$ cat src/rtl/pacman_move_scheduler.sv
// Pac-Man move scheduler: buffers one turn, divides clk into move ticks, issues steps over req/ack.
// Optional MOVE_BTN_SYNC_EN adds a 2-flop synchronizer on each button.
module pacman_move_scheduler #(
    parameter int TICK_DIV = 1000000,
    parameter int BUF_HOLD = 4
) (
    input  logic       clk,
    input  logic       rst,
    input  logic       enable,
    input  logic       btn_l,
    input  logic       btn_r,
    input  logic       btn_u,
    input  logic       btn_d,
    input  logic [3:0] legal_moves,
    input  logic       step_ack,
    output logic       step_req,
    output logic [3:0] step_dir,
    output logic [3:0] curr_direction,
    output logic [3:0] pending_dir,
    output logic       stalled
);

    localparam int CW = $clog2(TICK_DIV);
    localparam logic [CW-1:0] CNT_LAST = CW'(TICK_DIV - 1);
    localparam logic [3:0] HOLD_INIT = 4'(BUF_HOLD);
    localparam logic [3:0] DIR_L = 4'b1000;
    localparam logic [3:0] DIR_R = 4'b0100;
    localparam logic [3:0] DIR_U = 4'b0010;
    localparam logic [3:0] DIR_D = 4'b0001;

    typedef enum logic [1:0] {
        WAIT_TICK = 2'd0,
        EVAL      = 2'd1,
        REQ       = 2'd2
    } state_t;

    state_t        state_q, state_d;
    logic [CW-1:0] cnt_q, cnt_d;
    logic [3:0]    hold_q, hold_d;
    logic [3:0]    curr_q, curr_d;
    logic [3:0]    pend_q, pend_d;
    logic [3:0]    sdir_q, sdir_d;
    logic          req_q, req_d;
    logic          stall_q, stall_d;

    logic [3:0]    btn_raw;
    logic [3:0]    btn;
    logic [3:0]    press;
    logic [3:0]    heading;

    assign btn_raw = {btn_l, btn_r, btn_u, btn_d};

`ifdef MOVE_BTN_SYNC_EN
    logic [3:0] sync1_q;
    logic [3:0] sync2_q;

    always_ff @(posedge clk) begin
        if (rst) begin
            sync1_q <= '0;
            sync2_q <= '0;
        end else begin
            sync1_q <= btn_raw;
            sync2_q <= sync1_q;
        end
    end

    assign btn = sync2_q;
`else
    assign btn = btn_raw;
`endif

    // Fixed priority L > R > U > D when several buttons are held.
    always_comb begin
        press = '0;
        if (btn[3]) begin
            press = DIR_L;
        end else if (btn[2]) begin
            press = DIR_R;
        end else if (btn[1]) begin
            press = DIR_U;
        end else if (btn[0]) begin
            press = DIR_D;
        end
    end

    always_ff @(posedge clk) begin
        if (rst) begin
            state_q <= WAIT_TICK;
            cnt_q   <= '0;
            hold_q  <= '0;
            curr_q  <= DIR_L;
            pend_q  <= '0;
            sdir_q  <= '0;
            req_q   <= 1'b0;
            stall_q <= 1'b0;
        end else begin
            state_q <= state_d;
            cnt_q   <= cnt_d;
            hold_q  <= hold_d;
            curr_q  <= curr_d;
            pend_q  <= pend_d;
            sdir_q  <= sdir_d;
            req_q   <= req_d;
            stall_q <= stall_d;
        end
    end

    always_comb begin
        state_d = state_q;
        cnt_d   = cnt_q;
        hold_d  = hold_q;
        curr_d  = curr_q;
        pend_d  = pend_q;
        sdir_d  = sdir_q;
        req_d   = req_q;
        stall_d = stall_q;
        heading = curr_q;

        unique case (state_q)
            WAIT_TICK: begin
                if (enable) begin
                    if (cnt_q == CNT_LAST) begin
                        cnt_d   = '0;
                        state_d = EVAL;
                    end else begin
                        cnt_d = cnt_q + 1'b1;
                    end
                end
            end
            EVAL: begin
                if ((pend_q & legal_moves) != 4'b0) begin
                    heading = pend_q;
                    pend_d  = '0;
                end else if (pend_q != 4'b0) begin
                    hold_d = hold_q - 1'b1;
                    if (hold_q <= 4'd1) begin
                        pend_d = '0;
                    end
                end
                curr_d = heading;
                if ((heading & legal_moves) != 4'b0) begin
                    sdir_d  = heading;
                    req_d   = 1'b1;
                    stall_d = 1'b0;
                    state_d = REQ;
                end else begin
                    stall_d = 1'b1;
                    state_d = WAIT_TICK;
                end
            end
            REQ: begin
                if (step_ack) begin
                    req_d   = 1'b0;
                    state_d = WAIT_TICK;
                end
            end
            default: begin
                state_d = WAIT_TICK;
            end
        endcase

        // A fresh press overrides whatever EVAL decided for the buffer.
        if (press != 4'b0) begin
            pend_d = press;
            hold_d = HOLD_INIT;
        end
    end

    assign step_req       = req_q;
    assign step_dir       = sdir_q;
    assign curr_direction = curr_q;
    assign pending_dir    = pend_q;
    assign stalled        = stall_q;

endmodule

$ cat config.mk
export PLATFORM = sky130hd
export DESIGN_NAME = pacman_move_scheduler
export DESIGN_NICKNAME = d
export VERILOG_FILES = /design/src/rtl/pacman_move_scheduler.sv
export SDC_FILE = /design/constraint.sdc
export NUM_CORES = 1
export LEC_CHECK = 0
export ABC_CLOCK_PERIOD_IN_PS = 1500
export CAP_MARGIN = 10
export CORE_MARGIN = 5
export CORE_UTILIZATION = 49
export CTS_CLUSTER_SIZE = 28
export DETAILED_ROUTE_END_ITERATION = 10
export PLACE_DENSITY = 0.75
export SYNTH_ARGS = -nofsm -noshare
export SYNTH_HDL_FRONTEND = slang
export SYNTH_SLANG_ARGS = --single-unit
$ cat constraint.sdc
create_clock -name clk -period 1.5 [get_ports clk]
set_input_delay 0.375 -clock clk [delete_from_list [all_inputs] [get_ports clk]]
set_output_delay 0.375 -clock clk [all_outputs]
set_load 0.02 [all_outputs]
==> impl_results.md, run 1 <==
- Worst path most repeated cell: buf_4
- Crit-path max FO: 4
- Ys Warns: 0
- First-pass GRT wire length: 9940 microns
- MaxCap Viol Count: 0
- Routed vias: 2200
- Final ANT Viol Nets: 0
- WHS Path Cells: 2
- GPL Wtd Cong: around 0.8
- H-Tree Level Count: 2
- Min cycle time layout: 1.71 ns
- Total grt overflow: 0
- Maximum VDD drop: between 500 and 600 uV
- Area Overhead vs Synth: 70.4%
- Top Ports: 26
- Initial antenna violation count: 0
- Post-DP HPWL: about 3500 microns
- Syn Std Cell Area: 0.00195 sq mm
- Total core area: 0.00394 sq mm
- Min-delay worst type: reg2reg
- Clock net sink count: 40
- Failing checks: setup timing
- Simple-Gate Fraction of Synth Area: between 20% and 30%
- Final Hold Slack: between 0.4 and 0.5 ns
- Final std cells w/o fill: between 300 and 400
- Die Y: between 70 and 80 microns
- Max-Slew Margin vs Limit: 72.5%
- Clk Latency, worst-skew pair: around 0.3 ns
- Critical Path AT: roughly 1.9 ns
- Largest family of logic cells by synthesized area: simple AND/OR/NAND/NOR gates
- Final wirelength: approximately 7500 microns
- CP Launch Type: flop
- Slew @ Worst Pin: 0.411 ns
- Final Hold Vio Count: 0
- DRC Markers: 0
- DIE AREA: ~0.0054 sq mm
- Crit-path cells: buf_4 > buf_4 > nor3b_4 > and3_4 > buf_6 > nand3_2 > xor2_1 > nor2_1
- Max stage delay on crit path: roughly 0.35 ns
- Diode count: 0
- Slowest stage cell, crit path: dfxtp_2
- Cts hold-fix bufs: 0
- Clk buf depth: 2
- CP top delay family: simple AND/OR/NAND/NOR gates
- #FFs+latches synth: 40
- Rows: 23
- Critical Path RT: ~1.7 ns
- Setup WS post-layout: -0.210 ns
- First-pass detailed-route iteration total: 4
- Synth area leaders: dfxtp_1 (41%), nor2_1 (6.3%), xor2_1 (6.3%), nand2_1 (4.0%), xnor2_1 (3.1%)
- Vias per cell: 5.95
- Vias in the first global route: 2060
- Setup TNS Final: -4.25 ns
- Dominant cell type by area after synthesis: dfxtp_1
- Most frequent cells in the layout: buf_4 (53), dfxtp_1 (28), nor2_1 (19)
- Critical path class: reg2reg
- Worst Setup SP: state_q[0]
- Max Clock Skew: just under 0.01 ns
- DP Area: 0.00268 sq mm
- Post-Syn Instances: around 220
- FF-to-FF End: cnt_q[15]
- RSZ-0062 raised after global routing: true
- CP Capture Type: flop
- Gr usage total: between 20 and 25%
- Post-synthesis compound-gate area fraction: between 10% and 20%
- Lkg Pwr: around 1.3 nW
- Final setup vio count: 35
- Most common cell after layout, fill and taps aside: buf_4
- Critical path buffers and inverters: 3
- CP Depth: 8
- Adder-Cell Fraction of Synth Area: approximately 1.9%
- Distinct cells, synth: 47
- CTS Root Cell: clkbuf_8
- Largest net degree at the start of global routing: 14
- Synth top area share: between 40% and 50%
- R2r setup slk: -0.21 ns
- Final instance area: 0.00333 sq mm
- Wire per inst: about 20 microns
- Initial core utilization: about half
- F_max: ~600 MHz
- Final Max Tran Viols: 0
- Asr flop ratio synth: 0%
- 1st-iter DRT viols: ~270
- Clk slew on worst S/H paths: roughly 0.09 ns
- Synth Flop Type: dfxtp_1
- Synth Area per Inst: between 8 and 9 sq um
- Mux cell area share after synthesis: under 10%
- I/O Buffers: 25
- CTS Buf Count: 5
- End of the critical path: cnt_q[15]
- Xor and xnor area share after synthesis: around a tenth
- R2r worst-path depth: 8
- Share of cells above drive strength 1: 48.4%
- Crit share post-route: 114%
- Status: finished with violations
- Post-synthesis net count: around 240
- CTS tree: yes
- Reg-to-reg startpoint: state_q[0]
- Power per cell area: roughly 670 mW/mm^2
- Placed Cells: approximately 340
- Die W: between 70 and 80 microns
- Nets: 334
- Sequential share of the synthesized area: approximately two fifths
- Number of enable flip-flop cells after synthesis: 0
==> cell families (layout without fill, tap and decap cells) <==
logic type	count (synthesis)	count (layout)
and+or+nand+nor	110	110
DFF	40	40
AOI/OAI and AO/OA	30	30
xor gates and xnor gates	21	21
buffers and inverters	13	111
muxes	5	5
adders and majority gates	3	3
==> power by group <==
group	switching [mW]	internal, mW
Sequential	0.0130	1.07
Clock	0.433	0.426
Combinational	0.141	0.152
==> state kept, by name, indices dropped and copies added (netlist names) <==
name / count
cnt_q: 20
curr_direction: 4
hold_q: 4
pending_dir: 4
stalled: 1
state_q: 2
step_dir: 4
step_req: 1
==> final cells by class <==
type,count,area [sq um]
multi-input combinational,169,1410
timing repair buffer,97,895
clock buffer,6,93.8
tap,50,62.6
sequential,40,828
inverter,6,27.5
fill,189,613
clock inverter,2,12.5
==> synth_stat cells, types with 2 or more instances <==
| library cell | n |
|---|---|
| a21o_1 | 2 |
| a21oi_1 | 11 |
| a22oi_4 | 2 |
| a311oi_1 | 3 |
| and2_1 | 3 |
| and3_1 | 5 |
| buf_2 | 2 |
| buf_4 | 2 |
| dfxtp_1 | 40 |
| ha_1 | 3 |
| inv_1 | 6 |
| mux2i_1 | 5 |
| nand2_1 | 21 |
| nand3_1 | 11 |
| nand4_1 | 6 |
| nor2_1 | 33 |
| nor2b_1 | 2 |
| nor3_1 | 11 |
| nor4_1 | 2 |
| o211ai_1 | 3 |
| o21ai_0 | 2 |
| or2_2 | 2 |
| or3_1 | 2 |
| xnor2_1 | 7 |
| xor2_1 | 14 |
==> worst register-to-register path: stages, from the launching register on <==
cell and delay [ns]:
dfxtp_2 0.35, buf_4 0.15, buf_4 0.14, nor3b_4 0.17, and3_4 0.24, buf_6 0.12, nand3_2 0.09, xor2_1 0.22
nor2_1 0.10
==> how the worst min path moves through the flow <==
| stage | to | startpoint |
|---|---|---|
| 6_report | step_req | step_req |
| 5_1_grt | step_req | step_req |
| 4_1_cts | step_req | step_req |
| 3_5_place_dp | step_req | step_req |
| 3_3_place_gp | step_req | step_req |
| 2_1_floorplan | hold_q[1] | rst |
==> metrics by stage <==
| stage | power, mW | utilization [%] | setup slack, ns |
|---|---|---|---|
| final | 2.23 | 84.4 | -0.210 |
| after CTS | 2.13 | 76.2 | -0.165 |
| after global routing | 2.29 | 84.4 | -0.276 |
| after detailed placement | 1.30 | 67.9 | -0.587 |
| after global placement | 1.30 | 67.9 | -0.571 |
| after floorplan | 1.19 | - | -0.100 |
==> routing by layer <==
metal	routed length [microns]	part of all wire, %	track usage, %	up-vias
met5	0	0	0	-
met3	589	7.8	5.37	39
li1	-	-	-	969
met2	3720	49	39.7	125
met4	372	4.9	10.2	0
met1	2840	38	29.8	1067
==> timing repair <==
item | in CTS | in global routing
gates cloned | 1 | 2
setup buffers | 13 | 6
pin swaps | 29 | 30
endpoints found under the setup margin | 53 | 38
hold endpoints to repair | 0 | 0
gates resized for setup | 51 | 62
Note: power is estimated with default switching activity, not from simulation.
==> run 2: changes to the inputs <==
--- a/config.mk
+++ b/config.mk
@@ -5,7 +5,6 @@
 export SDC_FILE = /design/constraint.sdc
 export NUM_CORES = 1
 export LEC_CHECK = 0
-export ABC_CLOCK_PERIOD_IN_PS = 1500
 export CAP_MARGIN = 10
 export CORE_MARGIN = 5
 export CORE_UTILIZATION = 49
==> results of run 2 <==
No change in the layout: final DEF, timing and power equal those of run 1.
==> run 3: changes to the inputs <==
--- a/config.mk
+++ b/config.mk
@@ -5,6 +5,7 @@
 export SDC_FILE = /design/constraint.sdc
 export NUM_CORES = 1
 export LEC_CHECK = 0
+export ABC_CLOCK_PERIOD_IN_PS = 1500
 export CAP_MARGIN = 10
 export CORE_MARGIN = 5
 export CORE_UTILIZATION = 49
==> results of run 3 <==
No change in the layout: final DEF, timing and power equal those of run 1.
